[config.mk]
export PLATFORM = sky130hd
export DESIGN_NAME = aes_block_packer
export DESIGN_NICKNAME = d
export VERILOG_FILES = /design/src/rtl/aes_block_packer.sv
export SDC_FILE = /design/constraint.sdc
export NUM_CORES = 1
export LEC_CHECK = 0
export CAP_MARGIN = 0
export CORE_MARGIN = 2
export CORE_UTILIZATION = 51
export CTS_CLUSTER_DIAMETER = 120
export DETAILED_ROUTE_END_ITERATION = 16
export PLACE_DENSITY = 0.77
export SETUP_SLACK_MARGIN = 0.3
export SKIP_CTS_REPAIR_TIMING = 1
export SYNTH_ARGS = -nofsm -noshare
export SYNTH_HDL_FRONTEND = slang
export SYNTH_SLANG_ARGS = --single-unit
[constraint.sdc]
create_clock -name clk_i -period 3.2 [get_ports clk_i]
set_clock_uncertainty 0.2 [all_clocks]
set_input_delay 0.48 -clock clk_i [delete_from_list [all_inputs] [get_ports clk_i]]
set_output_delay 0.48 -clock clk_i [all_outputs]
set_load 0.005 [all_outputs]
[src/rtl/aes_block_packer.sv]
// Packs four 32-bit stream words into one 128-bit AES block, double-buffered, under a job-level block counter.
// Optional macro AES_PACKER_STRB_CHECK_EN enables the sticky strobe error on err_o.
module aes_block_packer #(
    parameter int unsigned MSB_FIRST = 0,
    parameter int unsigned CNT_W     = 16
) (
    input  logic               clk_i,
    input  logic               rst_ni,
    input  logic               clear_i,
    input  logic               start_i,
    input  logic [CNT_W-1:0]   n_blocks_i,
    input  logic               in_valid_i,
    output logic               in_ready_o,
    input  logic [31:0]        in_data_i,
    input  logic [3:0]         in_strb_i,
    output logic               out_valid_o,
    input  logic               out_ready_i,
    output logic [127:0]       out_data_o,
    output logic               busy_o,
    output logic               done_o,
    output logic               err_o
);

    typedef enum logic [1:0] {
        ST_IDLE,
        ST_RUN,
        ST_DONE
    } state_e;

    state_e             state_q;
    logic [CNT_W-1:0]   n_q;
    logic [CNT_W-1:0]   in_blk_q, in_blk_d;
    logic [CNT_W-1:0]   out_blk_q, out_blk_d;
    logic [1:0]         widx_q, widx_d;
    logic [127:0]       acc_q, acc_d;
    logic               acc_full_q, acc_full_d;
    logic [127:0]       out_q, out_d;
    logic               out_valid_q, out_valid_d;
    logic               busy_q, done_q;
    logic               err_q, err_d;

    logic               in_ready;
    logic               in_hs;
    logic               out_hs;
    logic               out_free;
    logic               last_word;
    logic               start_ok;
    logic [127:0]       packed_w;

    function automatic logic [127:0] put_word(input logic [127:0] blk,
                                              input logic [1:0]   idx,
                                              input logic [31:0]  w);
        logic [127:0] r;
        int unsigned  pos;
        r = blk;
        if (MSB_FIRST != 0) pos = 32'd3 - {30'd0, idx};
        else                pos = {30'd0, idx};
        r[32*pos +: 32] = w;
        return r;
    endfunction

    always_comb begin
        in_ready  = (state_q == ST_RUN) & ~acc_full_q & (in_blk_q < n_q);
        in_hs     = in_valid_i & in_ready;
        out_hs    = out_valid_q & out_ready_i;
        out_free  = ~out_valid_q | out_ready_i;
        last_word = in_hs & (widx_q == 2'd3);
        start_ok  = (state_q == ST_IDLE) & start_i;
        packed_w  = put_word(acc_q, widx_q, in_data_i);
    end

    always_comb begin
        acc_d       = in_hs ? packed_w : acc_q;
        widx_d      = in_hs ? widx_q + 2'd1 : widx_q;
        in_blk_d    = last_word ? in_blk_q + 1'b1 : in_blk_q;
        out_blk_d   = (out_hs && (out_blk_q != n_q)) ? out_blk_q + 1'b1 : out_blk_q;
        acc_full_d  = acc_full_q;
        out_d       = out_q;
        out_valid_d = out_valid_q;

        // A completing word bypasses straight into a free output register, so
        // acc_full only marks a finished block stalled behind the output.
        if (acc_full_q && out_free) begin
            out_d       = acc_q;
            out_valid_d = 1'b1;
            acc_full_d  = 1'b0;
        end else if (last_word && out_free) begin
            out_d       = packed_w;
            out_valid_d = 1'b1;
        end else begin
            if (last_word) acc_full_d = 1'b1;
            if (out_hs)    out_valid_d = 1'b0;
        end

        if (start_ok) begin
            widx_d     = '0;
            in_blk_d   = '0;
            out_blk_d  = '0;
            acc_full_d = 1'b0;
        end
    end

`ifdef AES_PACKER_STRB_CHECK_EN
    always_comb begin
        err_d = err_q;
        if (start_ok)                           err_d = 1'b0;
        else if (in_hs && (in_strb_i != 4'hF))  err_d = 1'b1;
    end
`else
    logic unused_strb;
    assign unused_strb = ^in_strb_i;
    assign err_d       = 1'b0;
`endif

    always_ff @(posedge clk_i or negedge rst_ni) begin
        if (!rst_ni) begin
            state_q     <= ST_IDLE;
            n_q         <= '0;
            in_blk_q    <= '0;
            out_blk_q   <= '0;
            widx_q      <= '0;
            acc_q       <= '0;
            acc_full_q  <= 1'b0;
            out_q       <= '0;
            out_valid_q <= 1'b0;
            busy_q      <= 1'b0;
            done_q      <= 1'b0;
            err_q       <= 1'b0;
        end else if (clear_i) begin
            state_q     <= ST_IDLE;
            n_q         <= '0;
            in_blk_q    <= '0;
            out_blk_q   <= '0;
            widx_q      <= '0;
            acc_q       <= '0;
            acc_full_q  <= 1'b0;
            out_q       <= '0;
            out_valid_q <= 1'b0;
            busy_q      <= 1'b0;
            done_q      <= 1'b0;
            err_q       <= 1'b0;
        end else begin
            in_blk_q    <= in_blk_d;
            out_blk_q   <= out_blk_d;
            widx_q      <= widx_d;
            acc_q       <= acc_d;
            acc_full_q  <= acc_full_d;
            out_q       <= out_d;
            out_valid_q <= out_valid_d;
            err_q       <= err_d;

            case (state_q)
                ST_IDLE: begin
                    done_q <= 1'b0;
                    if (start_i) begin
                        n_q <= n_blocks_i;
                        if (n_blocks_i == '0) begin
                            state_q <= ST_DONE;
                            done_q  <= 1'b1;
                            busy_q  <= 1'b0;
                        end else begin
                            state_q <= ST_RUN;
                            busy_q  <= 1'b1;
                        end
                    end
                end
                ST_RUN: begin
                    if (out_hs && (out_blk_d == n_q)) begin
                        state_q <= ST_DONE;
                        done_q  <= 1'b1;
                        busy_q  <= 1'b0;
                    end
                end
                ST_DONE: begin
                    state_q <= ST_IDLE;
                    done_q  <= 1'b0;
                    busy_q  <= 1'b0;
                end
                default: begin
                    state_q <= ST_IDLE;
                    done_q  <= 1'b0;
                    busy_q  <= 1'b0;
                end
            endcase
        end
    end

    assign in_ready_o  = in_ready;
    assign out_valid_o = out_valid_q;
    assign out_data_o  = out_q;
    assign busy_o      = busy_q;
    assign done_o      = done_q;
    assign err_o       = err_q;

endmodule

**After elaboration in Yosys (flattened, before gate mapping)**

Cells that the tools add are included.

- Flip-flop bits (word level): 312
- Bits in latches: 0
- RAM bits: 0
- ROM bits: 0
- Bits of input ports: 58
- Output and inout bits: 133
- Word-level logic and storage cells: 93
- Memories kept: 0

- $add $sub $neg: 4
- Multipliers: 0
- Divide/modulo/power cells: 0
- Order comparisons: 1
- Eq/ne operators: 7
- Shifts and indexed selects: 2
- Multiplexer cells: 42
- Bitwise logic cells: 9
- Reductions and logical operators: 17

Operator list:

| cell | count |
|---|---|
| $mux W128 | 5 |
| $mux W16 | 9 |
| $bwmux W128 | 1 |
| $shift A32 B34 Y128 const A | 1 |
| $shiftx A32 B34 Y128 | 1 |
| $neg A7 Y34 | 1 |
| $add A16 B1 Y16 const B | 2 |
| $mux W1 | 17 |
| $eq A16 B16 Y1 | 1 |
| $logic_not A16 Y1 | 1 |
| $lt A16 B16 Y1 | 1 |
| $ne A16 B16 Y1 | 1 |
| $mux W2 | 7 |
| $reduce_bool A3 Y1 | 3 |
| $reduce_bool A4 Y1 | 2 |
| $and A1 B1 Y1 | 6 |
| $reduce_and A2 Y1 | 3 |
| $reduce_bool A2 Y1 | 3 |
| $logic_and A1 B1 Y1 | 4 |
| $ne A4 B4 Y1 const B | 1 |
| $pmux W1 S2 | 2 |
| $pmux W2 S2 | 1 |
| $ne A3 B2 Y1 const B | 1 |
| $ne A3 B3 Y1 const B | 1 |
| 6 further kinds | 7 |

**Logic depth before layout (Yosys ltp)**

Gate-level depths: netlist of run 1.

- Depth after elaboration: 10
- Mapped depth: 14
- Depth with buffers taken out: 11

**Worst setup path before layout of run 1**

No wires, ideal clock.

- Path kind: flip-flop to flip-flop
- From: register out_blk_q[2]
- To: register done_q, in the netlist done_o
- Library setup time: 66 ps
- Arrival time: 2,764 ps
- Required time: 2,934 ps
- Slack: 170 ps
- Stages on the path, launching flop included: 11
- Buffers on the path: 1
- Period minus slack after synthesis: 3,030 ps
- Path through: dfrtp_1 > buf_2 > and2_1 > o2111ai_1 > nor4_4 > or4_1 > xor2_1 > a21oi_1 > or3_1 > a2111oi_2 > o31a_1

- Longest elaborated chain between the ends: 7
- Elaborated cells between the ends (all ways): 8
- Classes of those cells: 1 x add/sub; 3 x eq/ne; 2 x mux; 2 x reduce/logical

RTL lines:

| what | line | source |
|---|---|---|
| start: declaration | 33 | `logic [CNT_W-1:0] out_blk_q, out_blk_d;` |
| start signal: assignment | 144 | `out_blk_q <= out_blk_d;` |
| branches (longest 2 deep; another with $add A16 B1 Y16) | n/a |  |
| $mux W16 (*) | 76 | `out_blk_d = (out_hs && (out_blk_q != n_q)) ? out_blk_q + 1'b1 : out_blk_q;` |
| $mux W16 (*) | 95 | `if (start_ok) begin` |
| $eq A16 B16 Y1 (*) | 168 | `if (out_hs && (out_blk_d == n_q)) begin` |
| $logic_and A1 B1 Y1 (*) | 168 |  |
| $ne A3 B2 Y1 (no source line) (*) | n/a |  |
| end signal: assignment | 170 | `done_q <= 1'b1;` |
| end signal: assignment | 176 | `done_q <= 1'b0;` |
| end signal: assignment | 181 | `done_q <= 1'b0;` |
| end: declaration | 39 | `logic busy_q, done_q;` |

Every way passes the cells marked *.
A chain may end at the register's enable or synchronous reset.

**Worst setup path after layout of run 1**

- From: register n_q[6]
- To: register out_q[1], in the netlist out_data_o[1]

- Longest elaborated chain between the ends: 6

RTL lines:

| what | line | source |
|---|---|---|
| start: declaration | 31 | `logic [CNT_W-1:0] n_q;` |
| start signal: assignment | 156 | `n_q <= n_blocks_i;` |
| $lt A16 B16 Y1 | 63 | `in_ready = (state_q == ST_RUN) & ~acc_full_q & (in_blk_q < n_q);` |
| $and A1 B1 Y1 | 63 |  |
| $and A1 B1 Y1 | 64 | `in_hs = in_valid_i & in_ready;` |
| $and A1 B1 Y1 | 67 | `last_word = in_hs & (widx_q == 2'd3);` |
| $logic_and A1 B1 Y1 | 87 | `end else if (last_word && out_free) begin` |
| $reduce_bool A3 Y1 (no source line) | n/a |  |
| end signal: assignment | 148 | `out_q <= out_d;` |
| end: declaration | 37 | `logic [127:0] out_q, out_d;` |

No other way between the ends.

==> summary.md, run 1 <==
| Metric | Value |
|---|---|
| Clock tree sinks | 311 |
| Iter 0 DRT Violations | 1,894 |
| First-pass GRT wire length | 77,400 µm |
| Slowest stage delay, CP | 0.39 ns |
| Worst skew pair latency | 0.53 ns |
| IO buf count | 185 |
| Layout cell share with drive strength beyond 1 | 0.177 |
| Syn nets | 1,521 |
| Fin nets | 1,779 |
| EDFF count, synth | 0 |
| Average size of a mapped cell | 10.8 µm² |
| Commonest cells post-synth | dfrtp_1 (311), o211ai_1 (138), a22o_1 (129), o211a_1 (129), a22oi_1 (128) |
| Drc violations | 0 |
| Num CTS Buffers | 34 |
| Routed wire length | 55,900 µm |
| DP HPWL | 32,300 µm |
| GPL Wtd Cong | 0.876 |
| Initial antenna violation count | 0 |
| FF-to-FF End | out_data_o[1] |
| Number of cells on the worst reg-to-reg path | 16 |
| Die width | 179 µm |
| Num rows | 64 |
| Failing checks | negative setup slack |
| H-Tree Depth | 2 |
| Tot Pwr | 9.04 mW |
| Core area | 0.0303 mm² |
| # setup viols final | 261 |
| Peak VDD IR | 430 µV |
| P_leak | 10.3 nW |
| Setup ws final | -0.312 ns |
| Synth unique cells | 65 |
| Max Slew Vio Count | 0 |
| # IOs | 191 |
| Detailed-route wire length per cell | 26.4 µm |
| First-pass DRT Iterations | 6 |
| CP Class | flip-flop to flip-flop |
| Fmax | 285 MHz |
| Startpoint Class | flip-flop |
| PwrDens | 432 mW/mm² |
| TritonCTS clock tree | done |
| Pin count of the biggest net entering global routing | 129 |
| Ys Warns | 0 |
| Sequential area share after synthesis | 0.499 |
| Clk pin slew, worst setup/hold paths | 0.07 ns |
| Minimum clock period | 3.51 ns |
| Area growth from synthesis to layout | 34.2% |
| #FFs+latches synth | 311 |
| Area leader, netlist | dfrtp_1 |
| Floorplan die height | 179 µm |
| HP Start | acc_q[119] |
| CP endpoint kind | flip-flop |
| Yosys top cell area share | 0.499 |
| Hold endpoint | acc_q[119] |
| Max clock buf depth | 3 |
| Worst Hold Class | flip-flop to flip-flop |
| Filler cell count in the final layout | 2,121 |
| Antenna viol nets, final | 0 |
| Critical R2R Launch | n_q[6] |
| Unrepaired setup endpoints after global routing | true |
| Tot GR Track Use | 0.310 |
| Max_slew headroom | 0.210 |
| Reg-to-reg slack, setup | -0.31 ns |
| Syn Inst Count | 1,441 |
| Top fanout value on the critical path | 7 |
| Cell Chain, Critical Path | buf_4, inv_2, ha_4, a21o_1, a21oi_1, o211ai_1, a221o_1, buf_4, buf_6, a211oi_4, buf_12, buf_6, o21a_4, buf_12, clkbuf_16, o211a_1 |
| Slowest stage cell, crit path | dfrtp_1 |
| Worst Hold Depth | 1 |
| Pre-CTS setup slack | -0.341 ns |
| Measured slew at the worst slew-check pin | 1.18 ns |
| Vias per cell | 6.82 |
| Mapped cell area | 0.0156 mm² |
| Ys async rst share | 1.00 |
| DR vias | 14,500 |
| Fin. Hold Viols | 0 |
| Status | finished with violations |
| Starting density of the core | 0.514 |
| Most common flop cell mapped by yosys | dfrtp_1 |
| Hold slack final | 0.306 ns |
| Top cells by area, synth | dfrtp_1 (50%), o211a_1 (8.3%), a22o_1 (7.2%) |
| Max-cap violation count | 0 |
| CTS root buf | clkbuf_16 |
| Crit path DAT | 3.77 ns |
| Area of the die | 0.0320 mm² |
| Cell with the most instances after synthesis | dfrtp_1 |
| Vias in the first global route | 13,600 |
| Ratio of final minimum period to clock period | 1.10 |
| Grt ovf | 0 |
| Worst Path Required | 3.45 ns |
| Final instance area | 0.0209 mm² |
| Cell Area, Placed | 0.0187 mm² |
==> layout make-up <==
cell class                 instances  area [µm²]  area share
sequential                       311        7790       0.372
antenna                            1        2.50    0.000120
timing repair buffer             370        3920       0.187
multi-input combinational        957        7510       0.359
clock inverter                    12         150     0.00717
inverter                          25        98.8     0.00472
clock buffer                      46         976      0.0466
tap                              396         495      0.0237
==> registers in the layout, indices dropped and copies added (netlist names) <==
register	count
state_q	2
out_valid_o	1
acc_full_q	1
widx_q	2
out_blk_q	16
acc_q	128
done_o	1
in_blk_q	16
out_data_o	128
n_q	16
==> critical path, delay by kind of cell (launching register included) <==
family	cells	cell delay [ns]
buffers and inverters	8	1.10
AO/OA/AOI/OAI	7	1.55
adder cells (fa/ha/maj)	1	0.22
flip-flops	1	0.39
==> per-stage QoR <==
step                setup TNS [ns]   util  instances
global route                -69.63  0.690       2117
finish                      -51.31  0.690       2118
detailed placement          -33.53  0.615       1997
CTS                         -36.87  0.652       2055
floorplan                        0      -       1441
global placement            -22.36  0.615       1997
==> worst max path at each step <==
| stage | slack (ns) | startpoint | endpoint | cells past startpoint |
|---|---|---|---|---|
| after floorplan | 0.30 | start_i | state_q[1] | 10 |
| after global placement | -0.32 | start_i | state_q[1] | 10 |
| after detailed placement | -0.34 | start_i | state_q[1] | 10 |
| after CTS | -0.68 | n_q[1] | in_ready_o | 10 |
| after global routing | -0.38 | n_q[1] | out_data_o[103] | 16 |
| final | -0.31 | n_q[6] | out_data_o[1] | 16 |
==> placed cells by master (no fill, tap or decap), types with 4 or more instances in the layout <==
cell               n
dfrtp_1          308
buf_12            24
nand2_1           79
a21o_1             4
clkbuf_16         49
inv_1             22
nor4_1             6
buf_6             22
nand3_1           19
clkbuf_8           8
nand4_1           12
a21oi_1           37
mux2i_1            4
buf_8              5
nor2b_1           33
o31ai_1            5
and2_1             6
o211ai_1         138
a21oi_4           13
clkinv_2           7
o21ai_0           17
a22oi_1          128
nor3_1            12
buf_4            120
ha_1              20
and3_1             7
or3_1             12
nand2b_1           4
nor2_1            31
or4_1              8
a22o_1           129
xnor2_1           21
a21oi_2            5
and4_1             4
clkbuf_1           4
o211a_1          129
clkdlybuf4s50_1  182
==> layer usage <==
metal,GRT usage,share of wire
met5,0,0
met1,0.436,0.40
met2,0.476,0.46
met4,0.107,0.045
met3,0.0681,0.10
==> where the power goes <==
part / switching, mW / internal [mW] / leakage (nW)
Sequential: 0.0310 / 3.97 / 4.33
Clock: 1.65 / 2.38 / 0.562
Combinational: 0.622 / 0.384 / 5.42
==> cells by family after synthesis <==
family,count (synthesis),synth area share
buf+inv,178,0.0464
compound gates,639,0.331
xor+xnor,29,0.0176
mux,4,0.00257
fa+ha+maj,22,0.0176
flops,311,0.499
other cells,1,0.000240
simple gates,257,0.0856
No activity file was read; power rests on OpenSTA's default activity.
==> inputs of run 2 (changes only) <==
--- a/config.mk
+++ b/config.mk
@@ -5,6 +5,7 @@
 export SDC_FILE = /design/constraint.sdc
 export NUM_CORES = 1
 export LEC_CHECK = 0
+export ABC_AREA = 0
 export CAP_MARGIN = 0
 export CORE_MARGIN = 2
 export CORE_UTILIZATION = 51
==> results of run 2 <==
No change in the layout: final DEF, timing and power equal those of run 1.
==> inputs of run 3 (changes only) <==
--- a/config.mk
+++ b/config.mk
@@ -6,7 +6,7 @@
 export NUM_CORES = 1
 export LEC_CHECK = 0
 export ABC_AREA = 0
-export CAP_MARGIN = 0
+export CAP_MARGIN = 25
 export CORE_MARGIN = 2
 export CORE_UTILIZATION = 51
 export CTS_CLUSTER_DIAMETER = 120
==> summary.md, run 3 (synthesis results as in run 1) <==
| Metric | Value |
|---|---|
| Status | finished with violations |
| Failing checks | negative setup slack |
| Clk pin slew, worst setup/hold paths | 0.06 ns |
| Cell Area, Placed | 0.0187 mm² |
| CP endpoint kind | flip-flop |
| First-pass DRT Iterations | 7 |
| Commonest non-fill, non-tap cells in the layout | dfrtp_1 (307), clkdlybuf4s50_1 (182), o211ai_1 (138) |
| Hold slack final | 0.305 ns |
| Max_slew headroom | 0.453 |
| Max-cap violation count | 0 |
| Number of cells on the worst reg-to-reg path | 16 |
| Critical R2R Launch | n_q[6] |
| Starting density of the core | 0.514 |
| Routed wire length | 54,600 µm |
| Measured slew at the worst slew-check pin | 0.820 ns |
| Grt ovf | 0 |
| Tot GR Track Use | 0.310 |
| DR vias | 14,400 |
| Pre-CTS setup slack | -0.341 ns |
| Max Slew Vio Count | 0 |
| TritonCTS clock tree | done |
| H-Tree Depth | 2 |
| Setup crit end | out_data_o[83] |
| Startpoint Class | flip-flop |
| Iter 0 DRT Violations | 1,760 |
| Fin nets | 1,770 |
| Drc violations | 0 |
| Final instance area | 0.0209 mm² |
| Top fanout value on the critical path | 10 |
| Filler cell count in the final layout | 2,127 |
| Fmax | 282 MHz |
| P_leak | 10.2 nW |
| Num CTS Buffers | 34 |
| Initial antenna violation count | 0 |
| Area of the multi-input gates | 0.00752 mm² |
| Unrepaired setup endpoints after global routing | true |
| CP Class | flip-flop to flip-flop |
| Sequential cell area | 0.00779 mm² |
| CTS root buf | clkbuf_16 |
| PwrDens | 431 mW/mm² |
| First-pass GRT wire length | 77,400 µm |
| # setup viols final | 263 |
| IO buf count | 185 |
| TNS Setup | -65.81 ns |
| Floorplan die height | 179 µm |
| Ratio of final minimum period to clock period | 1.11 |
| Crit path DAT | 3.80 ns |
| Clock tree sinks | 311 |
| GPL Wtd Cong | 0.876 |
| Pin count of the biggest net entering global routing | 129 |
| Antenna viol nets, final | 0 |
| # IOs | 191 |
| Area growth from synthesis to layout | 33.7% |
| Fin cells | 2,109 |
| FF-to-FF End | out_data_o[83] |
| Layout Utilization | 0.688 |
| Minimum clock period | 3.55 ns |
| Max clock buf depth | 3 |
| Detailed-route wire length per cell | 25.9 µm |
| DP HPWL | 32,300 µm |
| Vias in the first global route | 13,600 |
| Vias per cell | 6.81 |
| Setup ws final | -0.350 ns |
| Die width | 179 µm |
| Num rows | 64 |
| Critical path origin | n_q[6] |
| Tot Pwr | 9.00 mW |
| Worst Path Required | 3.45 ns |
| Worst skew pair latency | 0.52 ns |
| Fin. Hold Viols | 0 |
| Peak VDD IR | 444 µV |
| Reg-to-reg slack, setup | -0.35 ns |
| Dpl cells | 1,997 |
| Core area | 0.0303 mm² |
| Area of the die | 0.0320 mm² |
| Commonest non-fill, non-tap cell in the layout | dfrtp_1 |
| Layout cell share with drive strength beyond 1 | 0.177 |
| Worst Hold Class | flip-flop to flip-flop |
==> run 3: cell count changes in the layout (fill, tap and decap cells not counted), moves of 2 or more <==
cell       before  now
clkbuf_16      49   45
buf_12         24   22
buf_16          0    4
buf_6          22   11
buf_8           5    9
==> run 3: worst max-delay path, stage by stage (launching register included) <==
cell and delay, ns:
dfrtp_1 0.41, buf_4 0.16, inv_2 0.09, ha_4 0.21, a21o_1 0.18, a21oi_1 0.15
o211ai_1 0.18, a221o_1 0.40, buf_4 0.15, buf_6 0.11, a211oi_4 0.34, buf_12 0.17
buf_6 0.09, o21a_4 0.16, buf_4 0.18, clkbuf_16 0.17, o211a_1 0.14
==> run 3: final cells by class <==
class / instances / share of cell area
Sequential cell: 311 / 0.373
Inverter: 25 / 0.00474
Tap cell: 396 / 0.0237
Multi-Input combinational cell: 955 / 0.360
Clock buffer: 46 / 0.0468
Antenna cell: 1 / 0.000120
Clock inverter: 12 / 0.00719
Timing Repair Buffer: 363 / 0.184
==> run 3: power by group <==
part	switching (mW)	total, mW	internal [mW]
sequential	0.0315	4.00	3.97
clock	1.62	4.01	2.38
combinational	0.614	0.997	0.383
total	2.27	9.00	6.73
==> run 3: how the worst min path moves through the flow <==
stage                    start         end  cells after the start
floorplan               rst_ni  acc_full_q                      0
global placement     acc_q[11]   acc_q[11]                      1
detailed placement  acc_q[122]  acc_q[122]                      1
CTS                     rst_ni      n_q[9]                      1
global route        acc_q[119]  acc_q[119]                      1
finish                acc_q[9]    acc_q[9]                      1
==> run 3: metal layers <==
metal | global-route usage | vias to the layer above | part of all wire
li1 | - | 6120 | -
met1 | 0.436 | 7179 | 0.40
met2 | 0.476 | 910 | 0.46
met3 | 0.0681 | 154 | 0.097
met4 | 0.107 | 0 | 0.040
met5 | 0 | - | 0
